### src/rtl/serial_pattern_transmitter.sv
// Serial "1011" pattern source: MSB-first frame shifter with optional idle gap
// and a tracker that counts detector matches per frame.
module serial_pattern_transmitter #(
  parameter int WIDTH      = 16,
  parameter int GAP_CYCLES = 2,
  parameter int LW         = $clog2(WIDTH+1)
) (
  input  logic             clock,
  input  logic             reset_n,
  input  logic             load_valid,
  output logic             load_ready,
  input  logic [WIDTH-1:0] load_data,
  input  logic [LW-1:0]    load_len,
  output logic             sequence_out,
  output logic             out_valid,
  output logic             busy,
  output logic             frame_done,
  output logic [LW-1:0]    match_count
);

  localparam int GW = (GAP_CYCLES > 1) ? $clog2(GAP_CYCLES+1) : 1;

  typedef enum logic [1:0] {IDLE, SEND, GAP} state_t;
  typedef enum logic [2:0] {T0, T1, T10, T101, T1011} trk_t;

  state_t           state_q, state_d;
  logic [WIDTH-1:0] sr_q, sr_d;
  logic [LW-1:0]    cnt_q, cnt_d;
  logic [GW-1:0]    gap_q, gap_d;
  trk_t             trk_q, trk_d, trk_nx;
  logic [LW-1:0]    mcnt_q, mcnt_d, mcnt_adv;
  logic [LW-1:0]    match_q, match_d;
  logic             done_q, done_d;
  logic             last_bit, accept, cur_bit;
  logic [LW-1:0]    len_eff;

  // Frame is held left-aligned so the next bit is always sr_q[WIDTH-1].
  assign cur_bit    = sr_q[WIDTH-1];
  assign last_bit   = (state_q == SEND) && (cnt_q == LW'(1));
  assign load_ready = (state_q == IDLE) || (last_bit && (GAP_CYCLES == 0)) ||
                      ((state_q == GAP) && (gap_q == GW'(1)));
  assign accept     = load_valid && load_ready;
  assign len_eff    = ((load_len == '0) || (load_len > LW'(WIDTH))) ? LW'(WIDTH) : load_len;

  assign out_valid    = (state_q == SEND);
  assign sequence_out = cur_bit & out_valid;
  assign busy         = (state_q != IDLE);
  assign frame_done   = done_q;
  assign match_count  = match_q;

  always_comb begin
    trk_nx = trk_q;
    unique case (trk_q)
      T0:      trk_nx = cur_bit ? T1    : T0;
      T1:      trk_nx = cur_bit ? T1    : T10;
      T10:     trk_nx = cur_bit ? T101  : T0;
      T101:    trk_nx = cur_bit ? T1011 : T10;
      T1011:   trk_nx = cur_bit ? T1    : T10;
      default: trk_nx = T0;
    endcase
  end

  // T1011 has no self-loop, so landing there is always a fresh match.
  assign mcnt_adv = mcnt_q + LW'(trk_nx == T1011);

  always_comb begin
    state_d = state_q;
    sr_d    = sr_q;
    cnt_d   = cnt_q;
    gap_d   = gap_q;
    trk_d   = trk_q;
    mcnt_d  = mcnt_q;
    match_d = match_q;
    done_d  = last_bit;
    if (out_valid) begin
      sr_d   = sr_q << 1;
      cnt_d  = cnt_q - LW'(1);
      trk_d  = trk_nx;
      mcnt_d = mcnt_adv;
    end
    if (last_bit) match_d = mcnt_adv;
    unique case (state_q)
      IDLE: ;
      SEND: begin
        gap_d = GW'(GAP_CYCLES);
        if (last_bit) state_d = (GAP_CYCLES > 0) ? GAP : IDLE;
      end
      GAP: begin
        gap_d = gap_q - GW'(1);
        if (gap_q == GW'(1)) state_d = IDLE;
      end
      default: state_d = IDLE;
    endcase
    // A new frame overrides the end-of-frame path and restarts the tracker.
    if (accept) begin
      state_d = SEND;
      sr_d    = load_data << (LW'(WIDTH) - len_eff);
      cnt_d   = len_eff;
      trk_d   = T0;
      mcnt_d  = '0;
    end
  end

  always_ff @(posedge clock or negedge reset_n) begin
    if (!reset_n) begin
      state_q <= IDLE;
      sr_q    <= '0;
      cnt_q   <= '0;
      gap_q   <= '0;
      trk_q   <= T0;
      mcnt_q  <= '0;
      match_q <= '0;
      done_q  <= 1'b0;
    end else begin
      state_q <= state_d;
      sr_q    <= sr_d;
      cnt_q   <= cnt_d;
      gap_q   <= gap_d;
      trk_q   <= trk_d;
      mcnt_q  <= mcnt_d;
      match_q <= match_d;
      done_q  <= done_d;
    end
  end

endmodule

### config.mk
export PLATFORM = sky130hd
export DESIGN_NAME = serial_pattern_transmitter
export DESIGN_NICKNAME = d
export VERILOG_FILES = /design/src/rtl/serial_pattern_transmitter.sv
export SDC_FILE = /design/constraint.sdc
export NUM_CORES = 1
export LEC_CHECK = 0
export CAP_MARGIN = 30
export CORE_AREA = 2 2 77 79
export DETAILED_ROUTE_END_ITERATION = 8
export DIE_AREA = 0 0 79 81
export PLACE_DENSITY = 0.73
export SETUP_SLACK_MARGIN = 0.02
export SYNTH_ARGS = -nofsm -noshare
export SYNTH_HDL_FRONTEND = slang
export SYNTH_SLANG_ARGS = --single-unit
### constraint.sdc
create_clock -name clock -period 1.85 [get_ports clock]
set_clock_uncertainty 0.1 [all_clocks]
set_input_delay 0.2775 -clock clock [delete_from_list [all_inputs] [get_ports clock]]
set_output_delay 0.2775 -clock clock [all_outputs]
set_load 0.05 [all_outputs]
Word-level counts from Yosys, hierarchy flattened --
Index checks and enable logic that the tools add are counted.
Storage, ports and cells: bits in registers 39, output and inout bits 10
Operators by class: add/sub/neg operators 4, order comparisons 1, eq/ne operators 12, shift operators 1, multiplexer cells 19, bitwise logic cells 1, reduce and logical (&&, ||, !) cells 13
Operator list (count):
- $mux 16 | 2
- $mux 5 | 5
- $shl 16x5->16 | 1
- $pmux 3 s4 | 1
- $mux 2 | 5
- $mux 3 | 3
- $eq 3x2->1 const B | 2
- $eq 3x3->1 const B | 2
- $pmux 2 s3 | 1
- $reduce_bool 2->1 | 3
- $add 5x1->5 | 1
- $eq 5x1->1 const B | 1
- $gt 5x5->1 const B | 1
- $logic_not 5->1 | 1
- $sub 5x1->5 const B | 1
- $sub 5x5->5 const A | 1
- $eq 2x1->1 const B | 2
- $pmux 2 s2 | 1
- $eq 3x1->1 const B | 1
- $logic_and 1x1->1 | 3
- $logic_not 3->1 | 1
- $ne 3x1->1 const B | 1
- $ne 3x2->1 const B | 1
- $reduce_and 3->1 | 1
- 8 further kinds | 9

Longest topological paths before layout --
Gate-level depths: netlist of run 1.
depth in word-level cells 7, gate-level depth with buffers 14

Worst setup path after synthesis of run 1 --
OpenSTA, ideal clock, no wires.
path kind input port to flip-flop, start point in load_len[0], end point reg sr_q[9], setup time 0.124 ns, data arrival time 3.002 ns, path slack -1.376 ns, stages on the path 14, cell sequence nor3_1 -> nand2b_1 -> ha_1 -> nor2b_1 -> buf_4 -> inv_1 -> ha_1 -> buf_2 -> or3b_2 -> a32oi_1 -> nor2_1 -> nand2_1 -> a21oi_1 -> o31a_1
Between the ends: cells in the longest elaborated chain, start to end 6
Ends and longest elaborated chain:
- start, declared | line 13 | input logic [LW-1:0] load_len,
- $gt 5x5->1 or $logic_not 5->1 (tied branches) | line 43 | assign len_eff = ((load_len == '0) || (load_len > LW'(WIDTH))) ? LW'(WIDTH) : load_len;
- $logic_or 1x1->1 | line 43
- $mux 5 (*) | line 43
- $sub 5x5->5 (*) | line 97 | sr_d = load_data << (LW'(WIDTH) - len_eff);
- $shl 16x5->16 (*) | line 97
- $mux 16 (*) | line 95 | if (accept) begin
- end signal, assigned | line 116 | sr_q <= sr_d;
- end, declared | line 27 | logic [WIDTH-1:0] sr_q, sr_d;
Mark *: on every way between the ends. The rest lies on a longest branch, timed or not. A chain may end at the register's enable or synchronous reset.

Worst setup path in the final report of run 1 --
start point in load_len[1], end point reg sr_q[15]
The elaborated chain is that of the path after synthesis.

==> results.md, run 1 <==
- Worst r2r src: state_q[0]
- Power Density: 1220 nW/µm²
- Initial Utilization: 48.7%
- Comb power frac: 61.9%
- Sequential share of the synthesized area: 35.3%
- Post-route cell area: 4180 µm²
- Slack of the critical path: -0.601 ns
- DRT Pass-1 Iters: 4
- Worst r2r path cells: 9
- Complex-gate fraction of the synthesized area: 16.9%
- Number of slew-limit violations in the final report: 0
- Global Route Usage Sum: 25.0%
- H-tree depth: 2
- RSZ-0062 raised after global routing: true
- Utilization after layout: 73.7%
- Clock Latency Late Sink: 0.31 ns
- Register-to-register setup slack: -0.17 ns
- RR Endpoint: sr_q[15]
- Via count: 2709
- Nets: 438
- Yosys warnings: 0
- Sw Share: 41.8%
- Core footprint: 5680 µm²
- FP Rows: 28
- CTS root buf: clkbuf_8
- Clock network power share: 11.5%
- DIE AREA: 6400 µm²
- Die X: 79 µm
- Fillers: 411
- Worst EP required: 1.93 ns
- Register bit total from synthesis: 39
- Final-report setup violation count: 16
- Vias/cell: 5.64
- Global route overflow: 0
- CTS tree: done
- DR DRC count: 0
- Crit start category: primary input
- CP Max Fanout: 7
- GP Congestion: 0.844
- Violated checks: setup timing
- Min Tclk post-route: 2.45 ns
- Pleak: 1.87 nW
- Die height: 81 µm
- Final wirelength: 7850 µm
- Final Cycle Share: 132%
- Kind of critical path: primary input to flop
- Largest net degree at the start of global routing: 33
- Slew of the pin with the lowest slew margin: 0.499 ns
- Layout cells sized above 1: 38.8%
- Gate Count Post-Synth: 302
- Async set-reset flop share out of synthesis: 100%
- Status: complete, but fails checks
- Antenna-violating nets left: 0
- Final Hold Vio Count: 0
- Hpwl dp: 5550 µm
- Achievable clock frequency: 408 MHz
- Cell area after synthesis: 2760 µm²
- CP endpoint kind: flop
- Max IR drop VDD: 797 µV
- Worst path bufs/invs: 3
- Slowest stage cell, crit path: or3b_4
- CP top delay family: simple AND/OR/NAND/NOR gates
- CTS buffer count: 5
- Ant diodes: 0
- Area after DPL: 3730 µm²
- CP Cell Sequence: buf_8 -> nor3_4 -> nand2b_4 -> ha_4 -> inv_2 -> nand2_4 -> ha_4 -> buf_8 -> or3b_4 -> a32oi_4 -> nor2_4 -> nand2_4 -> a211oi_2 -> o22a_1
- Largest family of logic cells by synthesized area: multiplexers
- Post-synthesis mux area share: 18.5%
- Number of flops mapped to enable cells by yosys: 0
- Max transition margin: 66.6%
- Synth Area per Inst: 9.15 µm²
- First-pass GRT wire length: 12400 µm
- Synth unique cells: 51
- Xor and xnor area share after synthesis: 5.12%
- Worst-case clock buffer depth: 2
- Area grow syn2layout: 51.3%
- Seq pwr share: 26.6%
- Worst slack, placed: -1.49 ns
- 1st-iter DRT viols: 229
- Net Count, Synth: 336
- Pint: 0.00296 W
- Max cap viols: 0
- Clock Sink Count: 39
- Vias in the first global route: 2669
- Routed wire per std cell: 16.4 µm
- Crit path DAT: 2.54 ns
- Clock slew at reported path FFs: 0.08 ns
- CP max stage delay: 0.39 ns
- Simple-Gate Fraction of Synth Area: 14.8%
- Post-Synth Adder-Cell Area: 4.53%
- Ports: 34
- Worst path depth: 14
- Most used flip-flop cell after synthesis: dfrtp_1
- Sw power: 0.00213 W
- Hold Path Class: primary input to async pin
- Initial antenna violation count: 0
- Port buffer count: 33
layer usage:
metal,routed length (µm),vias up,global-route usage [%],share of wire [%]
met4,163,0,6.03,2.1
li1,-,1295,-,-
met3,275,18,3.78,3.5
met1,3320,1329,30.7,42
met5,0,-,0,0
met2,4090,67,46.1,52
repair_timing:
action / CTS / global route
endpoints found under the hold margin: 39 / 0
hold buffers: 1 / 0
setup endpoints to repair: 20 / 28
buffers inserted: 10 / 9
resized for setup: 47 / 33
pin swaps: 12 / 12
gates cloned: 0 / 0
power groups by stage:
stage                     clock network (W)  logic [W]  registers, W
after global placement                    0    0.00268       0.00135
after floorplan                           0    0.00161       0.00142
after detailed placement                  0    0.00273       0.00137
after global routing               0.000611    0.00341       0.00139
after CTS                          0.000583    0.00292       0.00135
final                              0.000583    0.00315       0.00136
sequential cells by signal, indices dropped and copies added, names as in the netlist:
name / count
mcnt_q: 5
frame_done: 1
trk_q: 3
state_q: 2
sr_q: 16
cnt_q: 5
match_count: 5
gap_q: 2
cell usage after synthesis, types with 2 or more instances:
| master | number | share of area, % |
|---|---|---|
| a21oi_1 | 12 | 2.2 |
| and2_1 | 3 | 0.68 |
| buf_1 | 3 | 0.41 |
| buf_2 | 3 | 0.54 |
| clkbuf_1 | 9 | 1.2 |
| dfrtp_1 | 39 | 35 |
| ha_1 | 10 | 4.5 |
| inv_1 | 15 | 2.0 |
| mux2_2 | 4 | 1.6 |
| mux2i_1 | 33 | 12 |
| mux4_2 | 6 | 4.9 |
| nand2_1 | 34 | 4.6 |
| nand2b_1 | 2 | 0.45 |
| nand3_1 | 9 | 1.6 |
| nand4_1 | 3 | 0.68 |
| nor2_1 | 21 | 2.9 |
| nor2b_1 | 3 | 0.68 |
| nor3_1 | 6 | 1.1 |
| nor3b_1 | 2 | 0.54 |
| o211ai_1 | 2 | 0.54 |
| o21a_1 | 4 | 1.1 |
| o21ai_0 | 33 | 6.0 |
| o22ai_1 | 3 | 0.68 |
| o2bb2ai_1 | 2 | 0.63 |
| o31a_1 | 3 | 0.95 |
| o31ai_1 | 2 | 0.54 |
| xnor2_1 | 6 | 1.9 |
| xor2_1 | 7 | 2.2 |
layout by cell type (no fill, tap or decap), types with 4 or more instances in the layout:
cell             instances
a21oi_1                  7
o21ai_2                  5
dfrtp_1                 39
nand2_1                 31
mux2i_1                 29
xnor2_1                  5
xor2_1                   7
nand3_1                  8
buf_12                   8
ha_1                     4
buf_6                    6
buf_4                   70
o21ai_0                 26
o21a_1                   4
nor3_1                   4
clkbuf_8                 5
a21oi_2                  5
ha_4                     4
mux4_2                   6
inv_1                   10
nor2_1                  18
buf_8                    5
clkdlybuf4s50_1         17
cell type report:
cell class                      count  area [µm²]  share of cell area [%]
Sequential cell                    39         976                    23.3
Multi-Input combinational cell    231        1920                    45.8
Timing Repair Buffer              112        1050                    25.1
Inverter                           15        61.3                    1.47
Clock buffer                        6        72.6                    1.74
Clock inverter                      2        12.5                   0.299
Tap cell                           75        93.8                    2.24
logic make-up after synthesis:
kind of cell    count (synthesis)
simple gates                   89
compound gates                 75
mux                            43
flops                          39
buf+inv                        32
xor+xnor                       14
fa+ha+maj                      10
how the worst max path moves through the flow:
stage / from / end / slack, ns
floorplan: load_len[2] / sr_q[9] / -0.83
global placement: load_len[2] / sr_q[10] / -1.38
detailed placement: load_len[2] / sr_q[10] / -1.49
CTS: load_len[0] / sr_q[15] / -0.59
global route: load_len[1] / sr_q[13] / -0.67
finish: load_len[1] / sr_q[15] / -0.60
stage by stage:
step	hold WS [ns]	setup TNS (ns)	power, W	instances
final	0.257	-8.10	0.00509	480
after global routing	0.305	-9.79	0.00541	480
after CTS	0.265	-8.20	0.00486	473
after detailed placement	0.0377	-23.02	0.00411	454
after global placement	0.0366	-21.53	0.00403	454
after floorplan	-0.118	-12.18	0.00303	302
Note: power is estimated with default switching activity, not from simulation.
==> inputs of run 2 (changes only) <==
Settings changed: TNS_END_PERCENT set to 5.
==> run 2 against run 1 <==
  * The flow still finishes with violations (setup timing)
  * Hold slack better by 0.067 ns
  * Critical path depth is 2 higher
  * Cell count is 1.0% lower
  * First-iteration DRC count is 48% lower
  * Flip-flop and latch count stayed put
  * Setup slack better by 0.022 ns
  * Die area stayed put
  * Largest cell class unchanged
==> results.md, run 2 (synthesis results as in run 1) <==
- Status: complete, but fails checks
- Violated checks: setup timing
- Initial antenna violation count: 0 (unchanged)
- Crit start category: primary input
- First-pass GRT wire length: 13000 µm (+4.9%)
- Via count: 2652 (-2.1%)
- Non-Filler Instances: 475 (-1.0%)
- Final-report setup violation count: 16 (unchanged)
- RSZ-0062 raised after global routing: true
- 1st-iter DRT viols: 119 (-48%)
- Initial Utilization: 48.7% (unchanged)
- Vias in the first global route: 2746 (+2.9%)
- Worst EP required: 1.93 ns (about the same)
- DR DRC count: 0 (unchanged)
- Hold endpoint: cnt_q[1]
- Area grow syn2layout: 49.1%
- DP Cell Count: 454 (unchanged)
- DIE AREA: 6400 µm² (unchanged)
- Die height: 81 µm (unchanged)
- Worst-case clock buffer depth: 2 (unchanged)
- Critical Path Most Common Cell: buf_6
- Port buffer count: 33 (unchanged)
- Global Route Usage Sum: 25.8% (+0.86 points)
- Tot Pwr: 0.00495 W (-2.7%)
- Worst slack, placed: -1.43 ns (+0.0628 ns)
- Ant diodes: 0 (unchanged)
- Min Tclk post-route: 2.43 ns (-0.0220 ns)
- Kind of critical path: primary input to flop
- RR Endpoint: sr_q[13]
- Max IR drop VDD: 881 µV (+11%)
- Layout cells sized above 1: 38.3% (-0.52 points)
- Register-to-register setup slack: -0.12 ns (+0.05 ns)
- Die X: 79 µm (unchanged)
- FP Rows: 28 (unchanged)
- Fillers: 400 (-2.7%)
- CP Cell Sequence: buf_6 -> nor3_4 -> nand2b_4 -> ha_4 -> inv_2 -> nand2_2 -> ha_4 -> inv_4 -> xnor2_4 -> buf_6 -> buf_6 -> mux2i_2 -> o32ai_2 -> buf_4 -> a31oi_4 -> o21ai_1
- Routed wire per std cell: 16.1 µm (-1.7%)
- CTS buffer count: 5 (unchanged)
- CP max stage delay: 0.29 ns (-0.10 ns)
- DRT Pass-1 Iters: 6 (+2)
- CP Max Fanout: 4 (-3)
- Clock slew at reported path FFs: 0.08 ns (about the same)
- CP top delay family: buffers and inverters
- Clock Sink Count: 39 (unchanged)
- Hold Path Class: primary input to flop
- Slack of the critical path: -0.579 ns (+0.0220 ns)
- CTS tree: done
- Start point of the worst hold path: load_len[1]
- Power Density: 1200 nW/µm² (-1.3%)
- Slowest stage cell, crit path: ha_4
- Number of slew-limit violations in the final report: 0 (unchanged)
- Setup TNS Final: -7.48 ns (+0.617 ns)
- Max transition margin: 66.8% (+0.20 points)
- Final Hold Vio Count: 0 (unchanged)
- Pleak: 1.82 nW (-2.5%)
- Antenna-violating nets left: 0 (unchanged)
- Ports: 34 (unchanged)
- Slew of the pin with the lowest slew margin: 0.496 ns (-0.00295 ns)
- Worst r2r src: gap_q[0]
- Clock Latency Late Sink: 0.29 ns (-0.02 ns)
- Most flops, register: sr_q
- Hpwl dp: 5330 µm (-3.9%)
- Commonest non-fill, non-tap cell in the layout: buf_4
- Global route overflow: 0 (unchanged)
- Largest net degree at the start of global routing: 40 (+21%)
- Vias/cell: 5.58 (-1.1%)
- Nets: 433 (-1.1%)
- Crit path DAT: 2.51 ns (-0.03 ns)
- GP Congestion: 0.860 (+1.9%)
- Largest register FFs: 16 (unchanged)
- Worst path bufs/invs: 6 (+3)
- CTS root buf: clkbuf_8
- Final Cycle Share: 131% (-1.2 points)
- Final wirelength: 7640 µm (-2.7%)
- Hold Crit Depth: 4
- Core footprint: 5680 µm² (unchanged)
- Hold Slack: 0.324 ns (+0.0670 ns)
- Achievable clock frequency: 412 MHz (+0.91%)
- Most frequent cells in the layout: buf_4 (70), dfrtp_1 (39), nand2_1 (31)
- CP endpoint kind: flop
- Max cap viols: 0 (unchanged)
- H-tree depth: 2 (unchanged)
- Worst r2r path cells: 8 (-1)
## run 2: area by class of cell
| type | instances | area (µm²) | area share [%] |
|---|---|---|---|
| Sequential cell | 39 | 976 | 23.7 |
| Inverter | 15 | 61.3 | 1.49 |
| Timing Repair Buffer | 107 | 951 | 23.1 |
| Clock buffer | 6 | 72.6 | 1.76 |
| Multi-Input combinational cell | 231 | 1950 | 47.4 |
| Clock inverter | 2 | 12.5 | 0.304 |
| Tap cell | 75 | 93.8 | 2.28 |
## run 2: worst max path at each step
| stage | start | to | slack, ns | cells past startpoint |
|---|---|---|---|---|
| final | load_len[1] | sr_q[12] | -0.58 | 16 |
| after global placement | load_len[2] | sr_q[8] | -1.34 | 13 |
| after detailed placement | load_len[2] | sr_q[15] | -1.43 | 14 |
| after global routing | load_len[1] | sr_q[12] | -0.69 | 16 |
| after floorplan | load_len[2] | sr_q[9] | -0.85 | 14 |
| after CTS | load_len[0] | sr_q[13] | -0.54 | 14 |
## run 2: what timing repair did
item / 4_1_cts / 5_1_grt
gates resized for setup: 59 / 20
endpoints found under the hold margin: 39 / 0
hold buffers: 1 / 0
endpoints found under the setup margin: 20 / 24
pin swaps: 13 / 7
buffers inserted: 10 / 2
## run 2: power by group
group | internal (W) | leakage (nW) | switching (W)
Sequential | 0.00117 | 0.500 | 0.000193
Combinational | 0.00144 | 1.28 | 0.00158
Clock | 0.000264 | 0.0412 | 0.000307
Total | 0.00287 | 1.82 | 0.00208
## run 2: metrics by stage
stage	cell area [µm²]	utilization, %
2_1_floorplan	2850	-
3_3_place_gp	3690	64.9
3_5_place_dp	3690	64.9
4_1_cts	4010	70.6
5_1_grt	4120	72.6
6_report	4120	72.6
## run 2: worst register-to-register path, cell delays in order (launching register included)
cell	delay [ns]
dfrtp_1	0.39
ha_1	0.22
a21o_1	0.20
nand2_1	0.23
buf_4	0.24
buf_4	0.20
o21ai_0	0.13
o221ai_2	0.08
o21a_1	0.13
## run 2: layer usage
layer	routed length, µm	track usage (%)
met2	3940	46.9
met5	0	0
met1	3250	32.7
met3	348	3.67
met4	97	6.03
